===== src/rtl/multdiv_stage.sv =====
// Multi-cycle signed multiply/divide unit in the execute stage.
// A mul or div takes 32 iterations and holds the pipeline with stall while
// it runs. The DONE cycle presents the result with a one-cycle strobe.
// The pipeline advances in that cycle so the result reaches the X/M latch.
module multdiv_stage (
    input  logic        clock,
    input  logic        reset,
    input  logic [31:0] executeIR,
    input  logic        op_valid,
    input  logic [31:0] operandA,
    input  logic [31:0] operandB,
    input  logic        flush,
    output logic        stall,
    output logic [31:0] result,
    output logic        result_valid,
    output logic [31:0] resultIR,
    output logic        exception,
    output logic [31:0] rstatus
);

    typedef enum logic [1:0] {IDLE, BUSY, DONE} state_t;

    state_t      state;
    logic [4:0]  count;

    // Working registers: multiplier path
    logic [63:0] mcand;
    logic [31:0] mplier;
    logic [63:0] prod;
    // Working registers: restoring divider path (magnitudes)
    logic [31:0] rem;
    logic [31:0] quot;
    logic [31:0] divisor;
    logic        negQ;
    logic        divZero;
    logic        opDiv;
    logic [31:0] irHold;

    logic        isMulDiv;
    logic        accept;
    logic [31:0] magA;
    logic [31:0] magB;
    logic [63:0] mulTerm;
    logic [63:0] prodNext;
    logic [32:0] remShift;
    logic [32:0] trial;
    logic [31:0] remNext;
    logic [31:0] quotNext;
    logic [31:0] finalRes;
    logic        finalExc;

    // Decode: opcode 00000 with ALU op 00110 (mul) or 00111 (div)
    assign isMulDiv = op_valid && (executeIR[31:27] == 5'b00000) &&
                      ((executeIR[6:2] == 5'b00110) || (executeIR[6:2] == 5'b00111));
    // Reset gating keeps stall low while reset is held even if a start is presented
    assign accept   = reset && (state == IDLE) && isMulDiv && !flush;

    assign stall        = accept || (state == BUSY);
    assign result_valid = (state == DONE) && !flush;
    assign rstatus      = (result_valid && exception) ? (opDiv ? 32'd5 : 32'd4) : 32'd0;

    assign magA = operandA[31] ? -operandA : operandA;
    assign magB = operandB[31] ? -operandB : operandB;

    // One iteration of each datapath plus final sign/exception resolution
    always_comb begin
        mulTerm  = mplier[0] ? mcand : 64'd0;
        // The multiplier's bit 31 carries weight -2^31 in two's complement
        prodNext = (count == 5'd31) ? (prod - mulTerm) : (prod + mulTerm);

        remShift = {rem, quot[31]};
        trial    = remShift - {1'b0, divisor};
        if (!trial[32]) begin
            remNext  = trial[31:0];
            quotNext = {quot[30:0], 1'b1};
        end else begin
            remNext  = remShift[31:0];
            quotNext = {quot[30:0], 1'b0};
        end

        if (opDiv) begin
            if (divZero) begin
                finalRes = 32'd0;
                finalExc = 1'b1;
            end else begin
                finalRes = negQ ? -quotNext : quotNext;
                // A positive quotient of magnitude 2^31 only arises from 0x80000000 / -1
                finalExc = !negQ && quotNext[31];
            end
        end else begin
            finalRes = prodNext[31:0];
            finalExc = (prodNext[63:32] != {32{prodNext[31]}});
        end
    end

    // Datapath: capture operands at start, iterate while BUSY
    always_ff @(posedge clock) begin
        if (accept) begin
            opDiv   <= executeIR[2];
            irHold  <= executeIR;
            mcand   <= {{32{operandA[31]}}, operandA};
            mplier  <= operandB;
            prod    <= 64'd0;
            rem     <= 32'd0;
            quot    <= magA;
            divisor <= magB;
            negQ    <= operandA[31] ^ operandB[31];
            divZero <= (operandB == 32'd0);
        end else if (state == BUSY) begin
            mcand  <= mcand << 1;
            mplier <= mplier >> 1;
            prod   <= prodNext;
            rem    <= remNext;
            quot   <= quotNext;
        end
    end

    // Control FSM and registered result outputs
    always_ff @(posedge clock or negedge reset) begin
        if (!reset) begin
            state     <= IDLE;
            count     <= 5'd0;
            result    <= 32'd0;
            resultIR  <= 32'd0;
            exception <= 1'b0;
        end else begin
            case (state)
                IDLE: begin
                    if (accept) begin
                        state <= BUSY;
                        count <= 5'd0;
                    end
                end
                BUSY: begin
                    if (flush) begin
                        state <= IDLE;
                    end else begin
                        count <= count + 5'd1;
                        if (count == 5'd31) begin
                            state     <= DONE;
                            result    <= finalRes;
                            exception <= finalExc;
                            resultIR  <= irHold;
                        end
                    end
                end
                DONE:    state <= IDLE;
                default: state <= IDLE;
            endcase
        end
    end

endmodule


===== config.mk =====
export PLATFORM = sky130hd
export DESIGN_NAME = multdiv_stage
export DESIGN_NICKNAME = d
export VERILOG_FILES = /design/src/rtl/multdiv_stage.sv
export SDC_FILE = /design/constraint.sdc
export NUM_CORES = 1
export LEC_CHECK = 0
export CAP_MARGIN = 40
export CORE_UTILIZATION = 41
export DETAILED_ROUTE_END_ITERATION = 12
export GPL_TIMING_DRIVEN = 0
export PLACE_DENSITY = 0.64
export SYNTH_ARGS = -nofsm -noshare
export SYNTH_HDL_FRONTEND = slang
export SYNTH_SLANG_ARGS = --single-unit
export TNS_END_PERCENT = 20

===== constraint.sdc =====
create_clock -name clock -period 9 [get_ports clock]
set_clock_uncertainty 0.15 [all_clocks]
set_input_delay 0.9 -clock clock [delete_from_list [all_inputs] [get_ports clock]]
set_output_delay 0.9 -clock clock [all_outputs]
set_load 0.02 [all_outputs]

# ---- Word level (Yosys, flattened, before mapping)
# Index checks and enable logic that the tools add are counted.
dict set report totals {
  register_bits 363
  latchBits 0
  ram_bits 0
  rom_bits 0
  in_bits 100
  output_inout_bits 99
  wordCells 80
  memories 0
}
dict set report classes {
  n_addsub 7
  multipliers 0
  n_div 0
  magnitude_cmp 0
  eq_ne 9
  shifts 0
  n_mux 26
  bitwise 2
  n_reduce_logical 20
}
# cell n
set op_table {}
lappend op_table {{32-bit two-way mux} 9}
lappend op_table {{64-bit two-way mux} 4}
lappend op_table {{32-bit negator} 3}
lappend op_table {{64-bit adder} 1}
lappend op_table {{64-bit subtractor} 1}
lappend op_table {{33-bit by 32-bit subtractor with 33-bit output} 1}
lappend op_table {{32-bit zero test} 1}
lappend op_table {{32-bit inequality test} 1}
lappend op_table {{31-bit two-way mux} 1}
lappend op_table {{5-bit by 3-bit == test with 1-bit output (second input constant)} 2}
lappend op_table {{5-bit two-way mux} 2}
lappend op_table {{5-bit one-hot mux with 2 select lines} 1}
lappend op_table {{1-bit logical AND} 8}
lappend op_table {{2-bit two-way mux} 3}
lappend op_table {{3-bit AND reduction} 2}
lappend op_table {{5-bit by 1-bit adder with 5-bit output (second input constant)} 1}
lappend op_table {{5-bit == test (second input constant)} 1}
lappend op_table {{5-bit zero test} 1}
lappend op_table {{1-bit two-way mux} 4}
lappend op_table {{2-bit inequality test (second input constant)} 2}
lappend op_table {{2-bit one-hot mux with 2 select lines} 1}
lappend op_table {{2-bit nonzero test} 2}
lappend op_table {{3-bit two-way mux} 1}
lappend op_table {{3-bit by 2-bit inequality test with 1-bit output (second input constant)} 1}
lappend op_table {{8 further kinds} 10}

# ---- Logic depth before layout (Yosys ltp)
# Gate-level depths: netlist (run 1).
dict set report depth {
  ltp_word 7
  ltp_mapped 29
  mapped_depth_nobuf 25
}

# ---- Worst setup path before layout (run 1)
# Ideal clock, no wire load.
dict set report synth_timing {
  kind {register to register}
  startpoint {register mplier[0]}
  endpoint {register exception}
  setup_time_ns 0.124
  arrival_ns 6.374
  required_ns 8.726
  path_slack_ns 2.352
  path_stages_with_launch 29
  n_path_buf 6
  period_less_slack_ns 6.648
  cell_sequence {edfxtp_1 buf_1 clkbuf_1 clkbuf_1 buf_1 nand2_1 ha_1 nand2_1 a21oi_1 nand2_1 a21oi_1 a21oi_1 a31oi_1 nand2_1 clkbuf_1 o211ai_1 ha_1 clkbuf_1 nand4_1 or3_1 a211o_1 nand4_1 and2_1 a211oi_1 xor2_1 or4_1 or4_1 a221oi_2 nor3_1}
}
dict set report synth_between {
  elab_chain_len 5
  word_cells_on_any_way 6
  classes_between {add/sub (2); eq/ne (1); mux (3)}
}
# element line_no
set synth_rtl {}
lappend synth_rtl {{from (decl)} 28} ;# logic [31:0] mplier;
lappend synth_rtl {{from (signal assigned)} 102} ;# mplier <= operandB;
lappend synth_rtl {{from (signal assigned)} 111} ;# mplier <= mplier >> 1;
lappend synth_rtl {{64-bit two-way mux (*)} 67} ;# mulTerm = mplier[0] ? mcand : 64'd0;
lappend synth_rtl {{64-bit adder / 64-bit subtractor (equally long branches)} 69} ;# prodNext = (count == 5'd31) ? (prod - mulTerm) : (prod + mulTerm);
lappend synth_rtl {{64-bit two-way mux (*)} 69}
lappend synth_rtl {{32-bit inequality test (*)} 92} ;# finalExc = (prodNext[63:32] != {32{prodNext[31]}});
lappend synth_rtl {{1-bit two-way mux (*)} 81} ;# if (opDiv) begin
lappend synth_rtl {{to (signal assigned)} 142} ;# exception <= finalExc;
lappend synth_rtl {{to (decl)} 17} ;# output logic exception,
# Mark *: on every way between the ends. The rest lies on a longest branch, timed or not.
# A chain may end at the register's enable or synchronous reset.

# ---- Worst setup path after layout (run 1)
# Ends and elaborated chain as after synthesis.

==> results of run 1 <==
## power groups by stage
stage	clock, mW	combinational [mW]	sequential [mW]
after CTS	1.86	0.381	1.77
after global routing	1.92	0.421	1.77
after detailed placement	0	0.378	1.80
after floorplan	0	0.234	1.80
final	1.83	0.388	1.77
after global placement	0	0.372	1.80
## critical path, delay by kind of cell, from the launching register on
family                   cells  cell delay [ns]
AND/OR/NAND/NOR             11             2.72
AO/OA/AOI/OAI                9             2.70
buffers and inverters        6             1.59
adder cells (fa/ha/maj)      2             0.55
flip-flops                   1             0.53
XOR/XNOR                     1             0.18
## worst min-delay path by stage
stage | endpoint | from | cells past startpoint
6_report | resultIR[20] | irHold[20] | 2
5_1_grt | resultIR[6] | irHold[6] | 2
4_1_cts | resultIR[7] | irHold[7] | 2
3_5_place_dp | resultIR[7] | irHold[7] | 2
3_3_place_gp | resultIR[4] | irHold[4] | 2
2_1_floorplan | resultIR[0] | irHold[0] | 2
## stage by stage
step	power, mW	instances
6_report	3.986	3731
5_1_grt	4.115	3731
4_1_cts	4.007	3730
3_5_place_dp	2.181	3653
3_3_place_gp	2.174	3639
2_1_floorplan	2.034	2724
## cell usage in the layout, fill, tap and decap left out, drive strengths merged, types with 22 or more instances in the layout
cell type	Yosys	layout
xnor2	81	81
o31ai	31	31
xor2	128	128
or3	23	23
a21o	82	82
nand3	100	100
o21ai	218	218
dfrtp	72	72
nand2	510	510
a31oi	27	27
inv	80	81
clkbuf	135	194
edfxtp	194	194
conb	1	30
or4	22	22
nor4	24	24
nand2b	28	28
nand4	42	42
o21a	23	23
buf	42	57
clkdlybuf4s50	0	166
ha	101	101
dfxtp	96	96
o41ai	29	29
a21oi	172	172
nor3	43	43
nor2	161	161
## flip-flops by register name, summed over array words and instances, names as in the netlist, 5 cells and up
register  cells
count         5
divisor      32
irHold       32
mcand        64
mplier       32
prod         64
quot         32
rem          32
result       32
resultIR     32
## final cells by class
cell class,count,area share [%]
Timing Repair Buffer,183,6.746
Clock buffer,58,4.428
Inverter,81,1.118
Sequential cell,362,34.56
Clock inverter,18,0.9056
Buffer,177,2.857
Tap cell,748,3.387
Multi-Input combinational cell,2104,46.00
## layer usage
layer | vias to the layer above | GRT usage, %
met5 | - | 0
met4 | 0 | 10.82
met3 | 146 | 2.881
met2 | 763 | 43.33
met1 | 10216 | 35.86
li1 | 10151 | -
## kinds of logic after synthesis
group / synth area share [%]
other: 0.01617
buffers and inverters: 4.674
muxes: 0.3994
adders and majority gates: 5.623
and+or+nand+nor: 20.31
DFF: 41.19
xor gates and xnor gates: 7.895
AOI/OAI and AO/OA: 19.90
## what timing repair did
item,CTS,global route
gates resized for setup,6,7
buffers inserted,0,0
hold buffers,1,0
endpoints found under the setup margin,1,1
endpoints found under the hold margin,5,0
==> results.cfg, run 1 <==
[setup_path]
cp-end-kind = flip-flop
arrival_ns = 8.87
r2r-end = exception
slowest_delay_ns = 0.55
crit_path_end = exception
cp-startpoint = mplier[0]
r2r_cells = 29
worstSetupStartpointType = flip-flop
rrSetupSlack_ns = 0.43
path_max_fanout = 10
criticalPathCategory = reg2reg
cp_slowest_cell = or4_1
r2r_start = mplier[0]
cp.required_ns = 9.30

[sta]
hold_viol = 0
hold_ws_ns = 0.2866
setup_viol = 0
drv_slew = 0
worst_pin_slew_ns = 0.9117
fin_ws_ns = 0.4268
clock.fmax_mhz = 116.6
post-route-period-util_pct = 95.26
rsz0062_at_grt = no
setup-tns-final_ns = 0
slew-limit-headroom_pct = 39.22
post-route-min-period_ns = 8.573

[clock_network]
clock_latency_ns = 0.58
clk_pin_slew_worst_paths_ns = 0.06
htreeDepth = 2
cts_buffers = 43
cts_buffer_depth = 3
cts_tree = done
clkSinkCount = 362
cts_root_buf = clkbuf_16

[synth]
ys_seq_area_share_pct = 41.19
syn-cell-area_mm2 = 0.02318
synth_top_area_share_pct = 25.13
synth_enable_flop_cells = 194
synthCells = 2695
yosys-top-cells-area = edfxtp_1 25%, dfxtp_1 8.3%, nand2_1 8.3%
yosysTopAreaCell = edfxtp_1
yosysUniqueCellTypes = 87
yosysMostFrequentCell = nand2_1
yosys_warnings = 0
synth.avg_cell_area_um2 = 8.603
synthTopCellsByCount = 510 x nand2_1, 194 x edfxtp_1, 175 x o21ai_0, 172 x a21oi_1, 161 x nor2_1
synthArstFlopShare_pct = 19.89
synth_seq_cells = 362
synthFlopType = edfxtp_1

[drt]
via_count = 21276
wl_per_cell_um = 20.61
drc = 0
drt_iter0_markers = 1917
drt_first_pass_iters = 5
met1Wirelength_um = 34000
wl_met3_um = 4363
drt.antenna.violating_nets = 0
top_layer_used = met4
met2_length_um = 35550
routed_via_density = 5.702
wirelength_um = 76900

[die]
die_x_um = 239.8
num_rows = 86
ios = 199
dieHeight_um = 239.8
core_mm2 = 0.05552
die-area_mm2 = 0.05750
start_util_pct = 41.76

[finish]
antenna_cells = 0
synthToLayoutAreaGrowth_pct = 19.19
seqCellArea_mm2 = 0.009549
layout-drive-gt1-share_pct = 4.961
final_core_utilization_pct = 49.77
fillers = 5413
stdcell_area_mm2 = 0.02763
fin_nets = 3155
multi_input_area_mm2 = 0.01271

[grt]
grt_max_degree = 100
grt_usage_pct = 26.58
grt_pass1_vias = 20111
antenna_found_initial = 0
globalRoute.totalOverflow = 0
grt_pass1_wl_um = 117000

[pwr]
p_clk_share_pct = 45.9
leakagePower_nw = 11.37
swShare_pct = 24.48
seqPwrFrac_pct = 44.4
power.internal_mw = 3.010
pwr-share-comb_pct = 9.7
power_switching_mw = 0.9759
power_density_mw_per_mm2 = 144.2
peakVddDrop_v = 0.0001144

[place]
pre_cts_ws_ns = -0.8986
dpl.hpwl_um = 60570
place.port_buffers = 167
place_congestion = 0.9667
post_dp_cell_area_mm2 = 0.02609

[hold_path]
hold_class = reg2reg

[run_status]
status = finished, final reports clean

[flow_run]
max_cap_violations = 0
Note: power is estimated with default switching activity, not from simulation.
==> run 2: changes to the inputs <==
--- a/config.mk
+++ b/config.mk
@@ -9,6 +9,7 @@
 export CORE_UTILIZATION = 41
 export DETAILED_ROUTE_END_ITERATION = 12
 export GPL_TIMING_DRIVEN = 0
+export MAX_ROUTING_LAYER = met4
 export PLACE_DENSITY = 0.64
 export SYNTH_ARGS = -nofsm -noshare
 export SYNTH_HDL_FRONTEND = slang
==> results.cfg, run 2 (synthesis results as in run 1) <==
[run_status]
status = finished, final reports clean

[pwr]
leakagePower_nw = 11.35
pwr-share-comb_pct = 9.8
seqPwrFrac_pct = 45.0
p_clk_share_pct = 45.2
power_switching_mw = 0.9980
power_density_mw_per_mm2 = 142.4
power.internal_mw = 2.934
swShare_pct = 25.38
peakVddDrop_v = 0.0001229

[hold_path]
hold_class = reg2reg
min_from = irHold[4]
hold_path_depth = 2
hold_end = resultIR[4]

[drt]
drt.antenna.violating_nets = 0
wirelength_um = 77260
drt_first_pass_iters = 5
drc = 0
wl_per_cell_um = 20.69
drt_iter0_markers = 1600
routed_via_density = 5.691
via_count = 21249

[sta]
post-route-min-period_ns = 8.658
hold_ws_ns = 0.2887
setup_viol = 0
drv_slew = 0
slew-limit-headroom_pct = 32.47
hold_viol = 0
post-route-period-util_pct = 96.20
rsz0062_at_grt = no
worst_pin_slew_ns = 1.000
clock.fmax_mhz = 115.5

[grt]
grt_max_degree = 99
grt_usage_pct = 27.64
globalRoute.totalOverflow = 0
grt_pass1_wl_um = 118400
grt_pass1_vias = 20240
antenna_found_initial = 1

[setup_path]
arrival_ns = 8.96
r2r-end = exception
cp_slowest_cell = ha_1
criticalPathCategory = reg2reg
cp.required_ns = 9.30
worstSetupStartpointType = flip-flop
r2r_cells = 27
slowest_delay_ns = 0.54
rrSetupSlack_ns = 0.34
cp-end-kind = flip-flop
path_max_fanout = 10
r2r_start = mplier[0]

[finish]
final_common_cell = nand2_1
mostFrequentLayoutCells = 509 x nand2_1, 194 x edfxtp_1, 175 x o21ai_0
fillers = 5417
instances_no_fill = 3734
fin_nets = 3153
synthToLayoutAreaGrowth_pct = 19.08
layout-drive-gt1-share_pct = 5.092
seqCellArea_mm2 = 0.009549
final_core_utilization_pct = 49.73
multi_input_area_mm2 = 0.01273
stdcell_area_mm2 = 0.02761
largestRegisters = mcand (64), prod (64)

[die]
ios = 199
die_x_um = 239.8
dieHeight_um = 239.8
die-area_mm2 = 0.05750
start_util_pct = 41.76
core_mm2 = 0.05552
num_rows = 86

[clock_network]
htreeDepth = 2
cts_tree = done
clkSinkCount = 362
clock_latency_ns = 0.58
cts_root_buf = clkbuf_16
cts_buffer_depth = 3
cts_buffers = 43
post_cts.repair.setup_buffers = 0
clk_pin_slew_worst_paths_ns = 0.06

[place]
dpl.hpwl_um = 60960
dp.cells = 3652
place_congestion = 0.9666
post_dp_cell_area_mm2 = 0.02608
place.port_buffers = 167

[flow_run]
max_cap_violations = 0
[run 2: cell count changes in the layout (fill, tap and decap cells not counted), moves of 2 or more]
cell       before  now
bufinv_16       5    2
clkinv_1        4    6
clkbuf_16      44   46
clkinv_2        4    9
clkbuf_8        7    3
clkbuf_1      138  136
[run 2: through the flow]
step           total power, mW  TNS, ns  setup WS (ns)
2_1_floorplan            2.034        0          2.352
3_3_place_gp             2.175  -178.53         -2.307
3_5_place_dp             2.181   -1.226         -1.125
4_1_cts                  3.955        0       0.006029
5_1_grt                  4.058        0        0.01785
6_report                 3.932        0         0.3416
[run 2: how the worst max path moves through the flow]
stage | startpoint | end | slack (ns) | cells past startpoint
2_1_floorplan | mplier[0] | exception | 2.35 | 28
3_3_place_gp | reset | stall | -2.31 | 7
3_5_place_dp | mplier[0] | exception | -1.13 | 29
4_1_cts | mplier[0] | exception | 0.006 | 27
5_1_grt | mplier[0] | exception | 0.02 | 29
6_report | mplier[0] | exception | 0.34 | 27
[run 2: layout make-up]
class | count | share of cell area (%)
antenna | 1 | 0.009064
buffer | 177 | 2.860
clock buffer | 54 | 4.387
clock inverter | 26 | 0.8475
inverter | 81 | 1.119
multi-input combinational | 2104 | 46.10
sequential | 362 | 34.59
tap | 748 | 3.390
timing repair buffer | 181 | 6.703
[run 2: per-layer routing]
layer | wire length (µm) | global-route usage, % | vias to the layer above
met5 | 0 | - | -
met4 | 2700 | 9.538 | 0
met3 | 4601 | 3.250 | 142
met2 | 36000 | 44.35 | 700
met1 | 33960 | 36.02 | 10227
li1 | - | - | 10180
[run 2: worst max-delay path, delay by kind of cell (launching register included)]
family                     cells  cell delay (ns)
AOI/OAI and AO/OA             13             3.72
adders and majority gates      2             0.80
buffers and inverters          4             1.38
DFF                            1             0.50
and+or+nand+nor                8             1.92
[run 2: repair_timing]
action | CTS | global route
resized for setup | 9 | 7
endpoints found under the hold margin | 10 | 0
hold buffers | 1 | 0
cloned | 0 | 0
setup endpoints to repair | 3 | 1
[run 2: power by group through the flow]
stage	Combinational (mW)	Clock, mW	Sequential [mW]
3_5_place_dp	0.378	0	1.80
3_3_place_gp	0.373	0	1.80
6_report	0.387	1.78	1.77
2_1_floorplan	0.234	0	1.80
5_1_grt	0.423	1.86	1.77
4_1_cts	0.381	1.81	1.77
==> run 3: changes to the inputs <==
--- a/config.mk
+++ b/config.mk
@@ -5,12 +5,13 @@
 export SDC_FILE = /design/constraint.sdc
 export NUM_CORES = 1
 export LEC_CHECK = 0
+export ABC_AREA = 1
 export CAP_MARGIN = 40
 export CORE_UTILIZATION = 41
 export DETAILED_ROUTE_END_ITERATION = 12
 export GPL_TIMING_DRIVEN = 0
 export MAX_ROUTING_LAYER = met4
-export PLACE_DENSITY = 0.64
+export PLACE_DENSITY = 0.63
 export SYNTH_ARGS = -nofsm -noshare
 export SYNTH_HDL_FRONTEND = slang
 export SYNTH_SLANG_ARGS = --single-unit
==> results.cfg, run 3 <==
[run_status]
status = finished, final reports clean

[sta]
fin_ws_ns = 2.755
setup_viol = 0
clock.fmax_mhz = 160.1
post-route-period-util_pct = 69.39
slew-limit-headroom_pct = 35.58
setup-tns-final_ns = 0
drv_slew = 0
worst_pin_slew_ns = 0.9562
hold_viol = 0
rsz0062_at_grt = no
post-route-min-period_ns = 6.245

[setup_path]
worstSetupStartpointType = flip-flop
r2r_start = count[0]
cp-end-kind = flip-flop
cp-startpoint = count[0]
slowest_delay_ns = 0.53
path_max_fanout = 10
path_common_cell = nand2_1
criticalPathCategory = reg2reg
r2r_cells = 29
arrival_ns = 6.58
cp_slowest_cell = clkbuf_1
cp.required_ns = 9.33

[finish]
layout-drive-gt1-share_pct = 5.000
largestRegisters = mcand (64), prod (64)
fin_nets = 4426
mostFrequentLayoutCells = 1300 x nand2_1, 588 x inv_1, 411 x nor2_1
synthToLayoutAreaGrowth_pct = 16.97
final_common_cell = nand2_1

[grt]
grt_pass1_vias = 24483
grt_usage_pct = 29.88
grt_max_degree = 65
globalRoute.totalOverflow = 0
antenna_found_initial = 1
grt_pass1_wl_um = 146600

[clock_network]
cts_root_buf = clkbuf_16
cts_tree = done
cts_buffers = 45
cts_buffer_depth = 3
clkSinkCount = 362
clock_latency_ns = 0.60
htreeDepth = 2
post_cts.repair.setup_buffers = 0
hold_buffers = 0
clk_pin_slew_worst_paths_ns = 0.06
cts_resized = 0

[drt]
wl_per_cell_um = 19.04
routed_via_density = 5.192
drt_iter0_markers = 2845
via_count = 26569
drt_first_pass_iters = 6
drt.antenna.violating_nets = 0
drc = 0
wirelength_um = 97430

[synth]
synthArstFlopShare_pct = 19.89
ys_seq_area_share_pct = 35.74
syn-cell-area_mm2 = 0.02672
yosys_warnings = 0
yosysUniqueCellTypes = 61
synth.avg_cell_area_um2 = 6.728
synth_top_area_share_pct = 21.80
yosysMostFrequentCell = nand2_1
synthFlopType = edfxtp_1
synth_enable_flop_cells = 194
yosysTopAreaCell = edfxtp_1
synthCells = 3971
synthTopCellsByCount = 1301 x nand2_1, 588 x inv_1, 411 x nor2_1, 256 x nand3_1, 194 x edfxtp_1
yosys-top-cells-area = edfxtp_1 22%, nand2_1 18%, inv_1 8.3%
synth_seq_cells = 362

[pwr]
seqPwrFrac_pct = 39.1
total_power_mw = 4.730
peakVddDrop_v = 0.0001620
power_density_mw_per_mm2 = 151.4
p_clk_share_pct = 39.8
leakagePower_nw = 15.57
power.internal_mw = 3.239
power_switching_mw = 1.491
pwr-share-comb_pct = 21.1
swShare_pct = 31.53

[flow_run]
max_cap_violations = 0

[place]
pre_cts_ws_ns = 3.032
place.port_buffers = 167
dpl.hpwl_um = 79660
place_congestion = 1.020

[die]
dieHeight_um = 257.3
core_mm2 = 0.06446
start_util_pct = 41.44
ios = 199
die_x_um = 257.3
num_rows = 93
die-area_mm2 = 0.06619

[hold_path]
hold_class = in2async
run 3: power groups by stage:
| stage | combinational [mW] | clock, mW | sequential (mW) |
|---|---|---|---|
| floorplan | 0.654 | 0 | 1.87 |
| global placement | 0.967 | 0 | 1.88 |
| detailed placement | 0.974 | 0 | 1.88 |
| CTS | 0.978 | 1.91 | 1.85 |
| global route | 1.11 | 1.97 | 1.86 |
| finish | 0.999 | 1.88 | 1.85 |
run 3: cell type report:
cell class | count | area, µm²
sequential | 362 | 9549
clock inverter | 28 | 330.3
tap | 855 | 1070
timing repair buffer | 176 | 1812
multi-input combinational | 2907 | 14380
inverter | 595 | 2233
clock buffer | 56 | 1197
antenna | 2 | 5.005
buffer | 136 | 671.9
fill | 6751 | 33210
run 3: per-layer routing:
layer	part of all wire [%]	global-route usage, %
met5	0	-
met4	2.1	6.597
met3	8.6	4.127
met2	41	42.46
met1	48	44.47
run 3: path summary, 6_finish.rpt:
| kind | slack, ns | endpoint |
|---|---|---|
| worst max-delay path | 2.75 | exception |
| min in group clock | 0.30 | resultIR[12] |
| worst max register to register | 2.75 | exception |
| worst min register to register | 0.30 | resultIR[12] |
| worst min-delay path | 0.12 | resultIR[19] |
| max in group asynchronous | 7.97 | result[29] |
run 3: cell families after synthesis:
| kind of cell | share of synthesized area (%) |
|---|---|
| XOR/XNOR | 5.081 |
| AO/OA/AOI/OAI | 10.18 |
| flip-flops | 35.74 |
| buffers and inverters | 10.86 |
| other | 0.01404 |
| adder cells (fa/ha/maj) | 4.880 |
| AND/OR/NAND/NOR | 33.24 |
run 3: critical path: cells and delay by family (launching register included):
kind	cells	cell delay, ns
compound gates	3	0.78
xor+xnor	1	0.51
fa+ha+maj	3	0.86
buf+inv	4	1.31
flops	1	0.39
simple gates	18	2.11
run 3: stage by stage:
stage / hold slack [ns] / util [%] / cell area [µm²] / instances
2_1_floorplan: 0.2757 / - / 26830 / 4000
3_3_place_gp: 0.2775 / 45.87 / 29570 / 5022
3_5_place_dp: 0.2818 / 46.08 / 29710 / 5029
4_1_cts: 0.1092 / 48.45 / 31240 / 5113
5_1_grt: 0.1359 / 48.47 / 31250 / 5116
6_report: 0.1215 / 48.48 / 31250 / 5117
